===== config.mk =====
export PLATFORM = sky130hd
export DESIGN_NAME = gpio_ctrl
export DESIGN_NICKNAME = d
export VERILOG_FILES = /design/src/rtl/gpio_pkg.sv /design/src/rtl/gpio_sync.sv /design/src/rtl/gpio_ctrl.sv
export SDC_FILE = /design/constraint.sdc
export NUM_CORES = 1
export LEC_CHECK = 0
export ABC_AREA = 1
export ABC_CLOCK_PERIOD_IN_PS = 3750
export BUFFER_PORTS_ARGS = -buffer_cell sky130_fd_sc_hd__buf_2
export CORE_MARGIN = 10
export CORE_UTILIZATION = 56
export DETAILED_ROUTE_END_ITERATION = 6
export GPL_TIMING_DRIVEN = 0
export PLACE_DENSITY_LB_ADDON = 0.05
export SLEW_MARGIN = 20
export SYNTH_ARGS = -nofsm -noshare
export SYNTH_HDL_FRONTEND = slang
export SYNTH_SLANG_ARGS = --single-unit

===== constraint.sdc =====
create_clock -name clk -period 3.75 [get_ports clk]
set_clock_uncertainty 0.1 [all_clocks]
set_input_delay 0.1875 -clock clk [delete_from_list [all_inputs] [get_ports clk]]
set_output_delay 0.1875 -clock clk [all_outputs]
set_load 0.03 [all_outputs]

===== src/rtl/gpio_pkg.sv =====
// Register map, reset value and byte-lane write merge shared by the GPIO peripheral.
package gpio_pkg;

    localparam logic [2:0] OFF_OUT    = 3'd0;
    localparam logic [2:0] OFF_DIR    = 3'd1;
    localparam logic [2:0] OFF_IN     = 3'd2;
    localparam logic [2:0] OFF_IRQ_EN = 3'd3;
    localparam logic [2:0] OFF_RISE   = 3'd4;
    localparam logic [2:0] OFF_STATUS = 3'd5;
    localparam logic [2:0] OFF_TOGGLE = 3'd6;

    localparam logic [31:0] REG_RST_VAL = 32'h0000_0000;

    // Wide enough for a warm-up count of SYNC_STAGES+1 with up to four stages.
    localparam int unsigned WARM_W = 3;

    function automatic logic [31:0] merge_lanes(input logic [31:0]   old_val,
                                                input logic [3:0]    strb,
                                                input logic [31:0]   wbytes,
                                                input int unsigned   width);
        logic [31:0] res;
        logic [31:0] mask;
        res = old_val;
        for (int n = 0; n < 4; n++) begin
            if (strb[n]) res[8*n +: 8] = wbytes[8*n +: 8];
        end
        mask = (width >= 32) ? 32'hFFFF_FFFF : ((32'd1 << width) - 32'd1);
        return res & mask;
    endfunction

endpackage


===== src/rtl/gpio_sync.sv =====
// Multi-flop synchroniser for a bus of asynchronous pad inputs.
module gpio_sync #(
    parameter int unsigned WIDTH  = 8,
    parameter int unsigned STAGES = 2
) (
    input  logic             clk,
    input  logic             rst,
    input  logic [WIDTH-1:0] din,
    output logic [WIDTH-1:0] dout
);

    logic [STAGES-1:0][WIDTH-1:0] sync_q;
    logic [STAGES-1:0][WIDTH-1:0] sync_d;

    always_comb begin
        sync_d    = sync_q;
        sync_d[0] = din;
        for (int i = 1; i < STAGES; i++) sync_d[i] = sync_q[i-1];
    end

    // NOTE: every stage is reset (it is a flop chain, not a RAM) so no X reaches the edge detector,
    // and non-blocking updates make all stages shift on the same edge.
    always_ff @(posedge clk or posedge rst) begin
        if (rst) sync_q <= '0;
        else     sync_q <= sync_d;
    end

    assign dout = sync_q[STAGES-1];

endmodule


===== src/rtl/gpio_ctrl.sv =====
// Memory-mapped GPIO: per-pin output/direction, synchronised input, edge interrupts with W1C status.
// Define GPIO_TOGGLE_EN to make offset 6 a write-only TOGGLE register.
module gpio_ctrl
    import gpio_pkg::*;
#(
    parameter int unsigned GPIO_W      = 8,
    parameter int unsigned SYNC_STAGES = 2
) (
    input  logic              clk,
    input  logic              rst,
    input  logic              sel,
    input  logic [4:0]        addr,
    input  logic [3:0]        wr,
    input  logic [7:0]        wdata0,
    input  logic [7:0]        wdata1,
    input  logic [7:0]        wdata2,
    input  logic [7:0]        wdata3,
    output logic [31:0]       rdata,
    input  logic [GPIO_W-1:0] gpio_i,
    output logic [GPIO_W-1:0] gpio_o,
    output logic [GPIO_W-1:0] gpio_oe,
    output logic              irq
);

    localparam logic [WARM_W-1:0] WARM_MAX = WARM_W'(SYNC_STAGES + 1);

    logic [GPIO_W-1:0] out_q, out_d, dir_q, dir_d, irq_en_q, irq_en_d;
    logic [GPIO_W-1:0] rise_q, rise_d, status_q, status_d, in_d_q, in_d_d;
    logic [GPIO_W-1:0] in_s, edge_hit, w1c;
    logic [WARM_W-1:0] warm_q, warm_d;
    logic [31:0]       rdata_q, rdata_d, wbytes;
    logic              irq_q, irq_d;
    logic [2:0]        reg_sel;
    logic              unused_addr_bits;

    gpio_sync #(.WIDTH(GPIO_W), .STAGES(SYNC_STAGES)) u_sync (
        .clk  (clk),
        .rst  (rst),
        .din  (gpio_i),
        .dout (in_s)
    );

    assign wbytes           = {wdata3, wdata2, wdata1, wdata0};
    assign reg_sel          = addr[4:2];
    assign unused_addr_bits = ^addr[1:0];

    function automatic logic [GPIO_W-1:0] lane_write(input logic [GPIO_W-1:0] old_val,
                                                     input logic [3:0]        strb,
                                                     input logic [31:0]       bytes_in);
        logic [31:0] merged;
        merged = merge_lanes(32'(old_val), strb, bytes_in, GPIO_W);
        return merged[GPIO_W-1:0];
    endfunction

    always_comb begin
        // NOTE: every _d takes its hold value first, so no path through this block can infer a latch.
        out_d    = out_q;
        dir_d    = dir_q;
        irq_en_d = irq_en_q;
        rise_d   = rise_q;
        rdata_d  = rdata_q;
        in_d_d   = in_s;
        w1c      = '0;
        edge_hit = '0;
        warm_d   = (warm_q == WARM_MAX) ? warm_q : warm_q + 1'b1;
        irq_d    = |(status_q & irq_en_q);

        // Until the chain and IN_D hold real pin values, a mismatch is reset residue, not an edge.
        if (warm_q == WARM_MAX) begin
            edge_hit = (in_s & ~in_d_q & rise_q) | (~in_s & in_d_q & ~rise_q);
        end

        if (sel) begin
            case (reg_sel)
                OFF_OUT:    rdata_d = 32'(out_q);
                OFF_DIR:    rdata_d = 32'(dir_q);
                OFF_IN:     rdata_d = 32'(in_s);
                OFF_IRQ_EN: rdata_d = 32'(irq_en_q);
                OFF_RISE:   rdata_d = 32'(rise_q);
                OFF_STATUS: rdata_d = 32'(status_q);
                default:    rdata_d = 32'h0;
            endcase

            case (reg_sel)
                OFF_OUT:    out_d    = lane_write(out_q, wr, wbytes);
                OFF_DIR:    dir_d    = lane_write(dir_q, wr, wbytes);
                OFF_IRQ_EN: irq_en_d = lane_write(irq_en_q, wr, wbytes);
                OFF_RISE:   rise_d   = lane_write(rise_q, wr, wbytes);
                OFF_STATUS: w1c      = lane_write('0, wr, wbytes);
`ifdef GPIO_TOGGLE_EN
                OFF_TOGGLE: out_d    = out_q ^ lane_write('0, wr, wbytes);
`endif
                default:    ;
            endcase
        end

        // A new edge overrides a same-cycle clear.
        status_d = (status_q & ~w1c) | edge_hit;
    end

    always_ff @(posedge clk or posedge rst) begin
        if (rst) begin
            out_q    <= REG_RST_VAL[GPIO_W-1:0];
            dir_q    <= REG_RST_VAL[GPIO_W-1:0];
            irq_en_q <= REG_RST_VAL[GPIO_W-1:0];
            rise_q   <= REG_RST_VAL[GPIO_W-1:0];
            status_q <= REG_RST_VAL[GPIO_W-1:0];
            in_d_q   <= '0;
            warm_q   <= '0;
            rdata_q  <= REG_RST_VAL;
            irq_q    <= 1'b0;
        end else begin
            out_q    <= out_d;
            dir_q    <= dir_d;
            irq_en_q <= irq_en_d;
            rise_q   <= rise_d;
            status_q <= status_d;
            in_d_q   <= in_d_d;
            warm_q   <= warm_d;
            rdata_q  <= rdata_d;
            irq_q    <= irq_d;
        end
    end

    assign gpio_o  = out_q;
    assign gpio_oe = dir_q;
    assign rdata   = rdata_q;
    assign irq     = irq_q;

endmodule


==> results.json <==
{
  "synth-seq-area-share": 0.5468,
  "status": "completed",
  "power_density_nw_per_um2": 496.9,
  "worst_pin_slew_ns": 0.5928,
  "r2r_start": "warm_q[0]",
  "reg2reg_setup_slack_ns": 2.07,
  "clk_path_buf_depth": 2,
  "r2r_cells": 5,
  "port_buffers": 45,
  "vias": 2894,
  "ys_ff_latch": 76,
  "finalPower_mw": 2.086,
  "area_delta_synth_final_pct": 20.68,
  "overflow": 0,
  "wl_per_cell_um": 16.12,
  "max_slew_margin": 0.6048,
  "synthCells": 392,
  "max_freq_mhz": 593.8,
  "final_nets": 535,
  "row_count": 28,
  "leakage_nw": 2.232,
  "critPathKind": "reg2reg",
  "crit_path_cell_trace": "ha_1, ha_1, clkbuf_1, nand2_1, o22ai_1",
  "irDropWorstVdd_uv": 333.1,
  "critPathCapture": "status_q[6]",
  "cts_setup_buffers": 0,
  "cp-start-kind": "flip-flop",
  "crit_start": "warm_q[0]",
  "first_global_vias": 2821,
  "fp.dieW_um": 98.81,
  "r2r-end": "status_q[6]",
  "routed_wl_um": 9046,
  "io_pins": 101,
  "critPathMostFrequentCell": "ha_1",
  "rsz0062_at_grt": "no",
  "via_per_inst": 5.159,
  "cp_top_family": "buffers and inverters",
  "critical_path.max_fanout": 10,
  "setup_tns_ns": 0,
  "final_common_cell": "nand2_1",
  "die_area_um2": 9763,
  "clock_latency_ns": 0.36,
  "core_um2": 5991,
  "syn_area_um2": 3478,
  "cts_root_buf": "clkbuf_8",
  "max_stage_delay_ns": 0.48,
  "end_kind": "flip-flop",
  "synth.distinct_cells": 28,
  "grt_pass1_wl_um": 14500,
  "slew_viol_final": 0,
  "diodes": 0,
  "final_cell_mix": "nand2_1 (97), dfrtp_1 (76), buf_2 (55), o21ai_1 (42), inv_1 (37)",
  "clock-sinks": 76,
  "place.gp.congestion": 0.9028,
  "clk_pin_slew_worst_paths_ns": 0.07,
  "path_depth": 5,
  "synth_area_leaders": "dfrtp_1 (55%), nand2_1 (10%), buf_4 (6.0%)",
  "post-synth-top-area-cell": "dfrtp_1",
  "hp-class": "in2reg",
  "ant_nets": 0,
  "numCtsBuffers": 9,
  "period_share": 0.4491,
  "required_ns": 3.92,
  "grt_usage": 0.1859,
  "htree_levels": 3,
  "start_util": 0.5806,
  "drc": 0,
  "hpwl_um": 6293,
  "antenna_found_initial": 0,
  "die_h_um": 98.81,
  "period_needed_ns": 1.684,
  "cts_tree": "done",
  "ys_warn_count": 0,
  "setup_viol": 0,
  "synth.top_cell.area_share": 0.5468,
  "crit_buf_inv": 1,
  "drive_above_1_share": 0.2346,
  "drt_iter0_drc": 238,
  "grt_max_degree": 41,
  "syn_area_per_cell_um2": 8.873,
  "cp.arrival_ns": 1.85,
  "slowest_stage": "clkbuf_1",
  "first_pass_iters": 5,
  "hold_violations": 0,
  "fill_cells": 505,
  "max_cap_violations": 0,
  "ctsResizeCount": 0
}
[synth_stat cells]
master and count:
nor3_1 4, nand3_1 24, nor2_4 1, nand2_1 97, inv_1 38, ha_1 2, or3_1 1, o22ai_1 4
inv_2 3, buf_4 28, buf_2 10, o31ai_1 4, buf_1 1, nor2_1 8, dfrtp_1 76, o21a_1 2
conb_1 1, o21ai_0 10, clkbuf_1 1, nand3_2 4, mux2_2 1, a21oi_1 8, nand4_1 17, o21ai_1 42
nand4_2 2, nand2_2 1, nor2_2 1, xnor2_1 1
[layout make-up]
type                       count  area, um^2  share of cell area
sequential                    76        1902              0.4531
timing repair buffer          55       335.3             0.07988
tap                           75       93.84             0.02235
inverter                      41       156.4             0.03726
multi-input combinational    258        1241              0.2957
clock inverter                 6       63.81             0.01520
clock buffer                  10       137.6             0.03279
buffer                        40       267.8             0.06379
[power breakdown]
group / internal, mW / switching (mW) / leakage (nW)
logic: 0.147 / 0.312 / 1.23
registers: 0.920 / 0.0777 / 0.903
clock network: 0.324 / 0.304 / 0.0983
total: 1.39 / 0.694 / 2.23
[metal layers]
metal	track usage	wire, um	vias up	part of all wire
met5	0	0	-	0
met1	0.2313	3889	1335	0.43
met4	0.06946	210	0	0.023
met3	0.06425	677	18	0.075
met2	0.2916	4269	126	0.47
li1	-	-	1415	-
[worst min-delay path by stage]
stage               from                 to  slack, ns  cells past startpoint
2_1_floorplan  gpio_i[2]  u_sync.sync_d[10]       0.12                      0
3_3_place_gp   gpio_i[5]  u_sync.sync_d[13]       0.20                      1
3_5_place_dp         rst   u_sync.sync_d[8]       0.14                      2
4_1_cts              sel           rdata[5]      0.001                      3
5_1_grt              sel           rdata[7]       0.03                      3
6_report             sel           rdata[3]       0.01                      3
[worst register-to-register path: cells and delay by family (launching register included)]
| family | cells | cell delay (ns) |
|---|---|---|
| buffers and inverters | 1 | 0.48 |
| DFF | 1 | 0.37 |
| adders and majority gates | 2 | 0.35 |
| AOI/OAI and AO/OA | 1 | 0.18 |
| and+or+nand+nor | 1 | 0.13 |
[flip-flops by register name (all words and copies together) (netlist names)]
register	count
u_sync.dout	8
status_q	8
gpio_o	8
u_sync.sync_d	8
rdata	8
in_d_q	8
warm_q	3
gpio_oe	8
irq	1
irq_en_q	8
rise_q	8
[per-stage QoR]
stage               setup slack, ns  cell area [um^2]  hold slack [ns]  utilization  cells
finish                        2.066              4198          0.01479       0.7007    561
global route                  1.943              4198          0.02890       0.7007    561
CTS                           2.062              4198         0.001145       0.7007    561
detailed placement            2.071              3906           0.1401       0.6520    536
global placement             0.6847              3884           0.1959       0.6483    535
floorplan                     1.524              3565           0.1189            -    415
[kinds of logic (layout without fill, tap and decap cells)]
kind of cell | count (synthesis) | after routing | share of synthesized area
DFF | 76 | 76 | 0.5468
xor gates and xnor gates | 1 | 1 | 0.002518
other | 1 | 24 | 0.001078
AOI/OAI and AO/OA | 70 | 70 | 0.1065
adders and majority gates | 2 | 2 | 0.007193
muxes | 1 | 1 | 0.003237
and+or+nand+nor | 160 | 160 | 0.2115
buffers and inverters | 81 | 152 | 0.1212
[timing repair]
action	CTS	global route
setup endpoints to repair	0	0
hold buffers	9	0
hold endpoints to repair	44	0
Note: power is estimated with default switching activity, not from simulation.
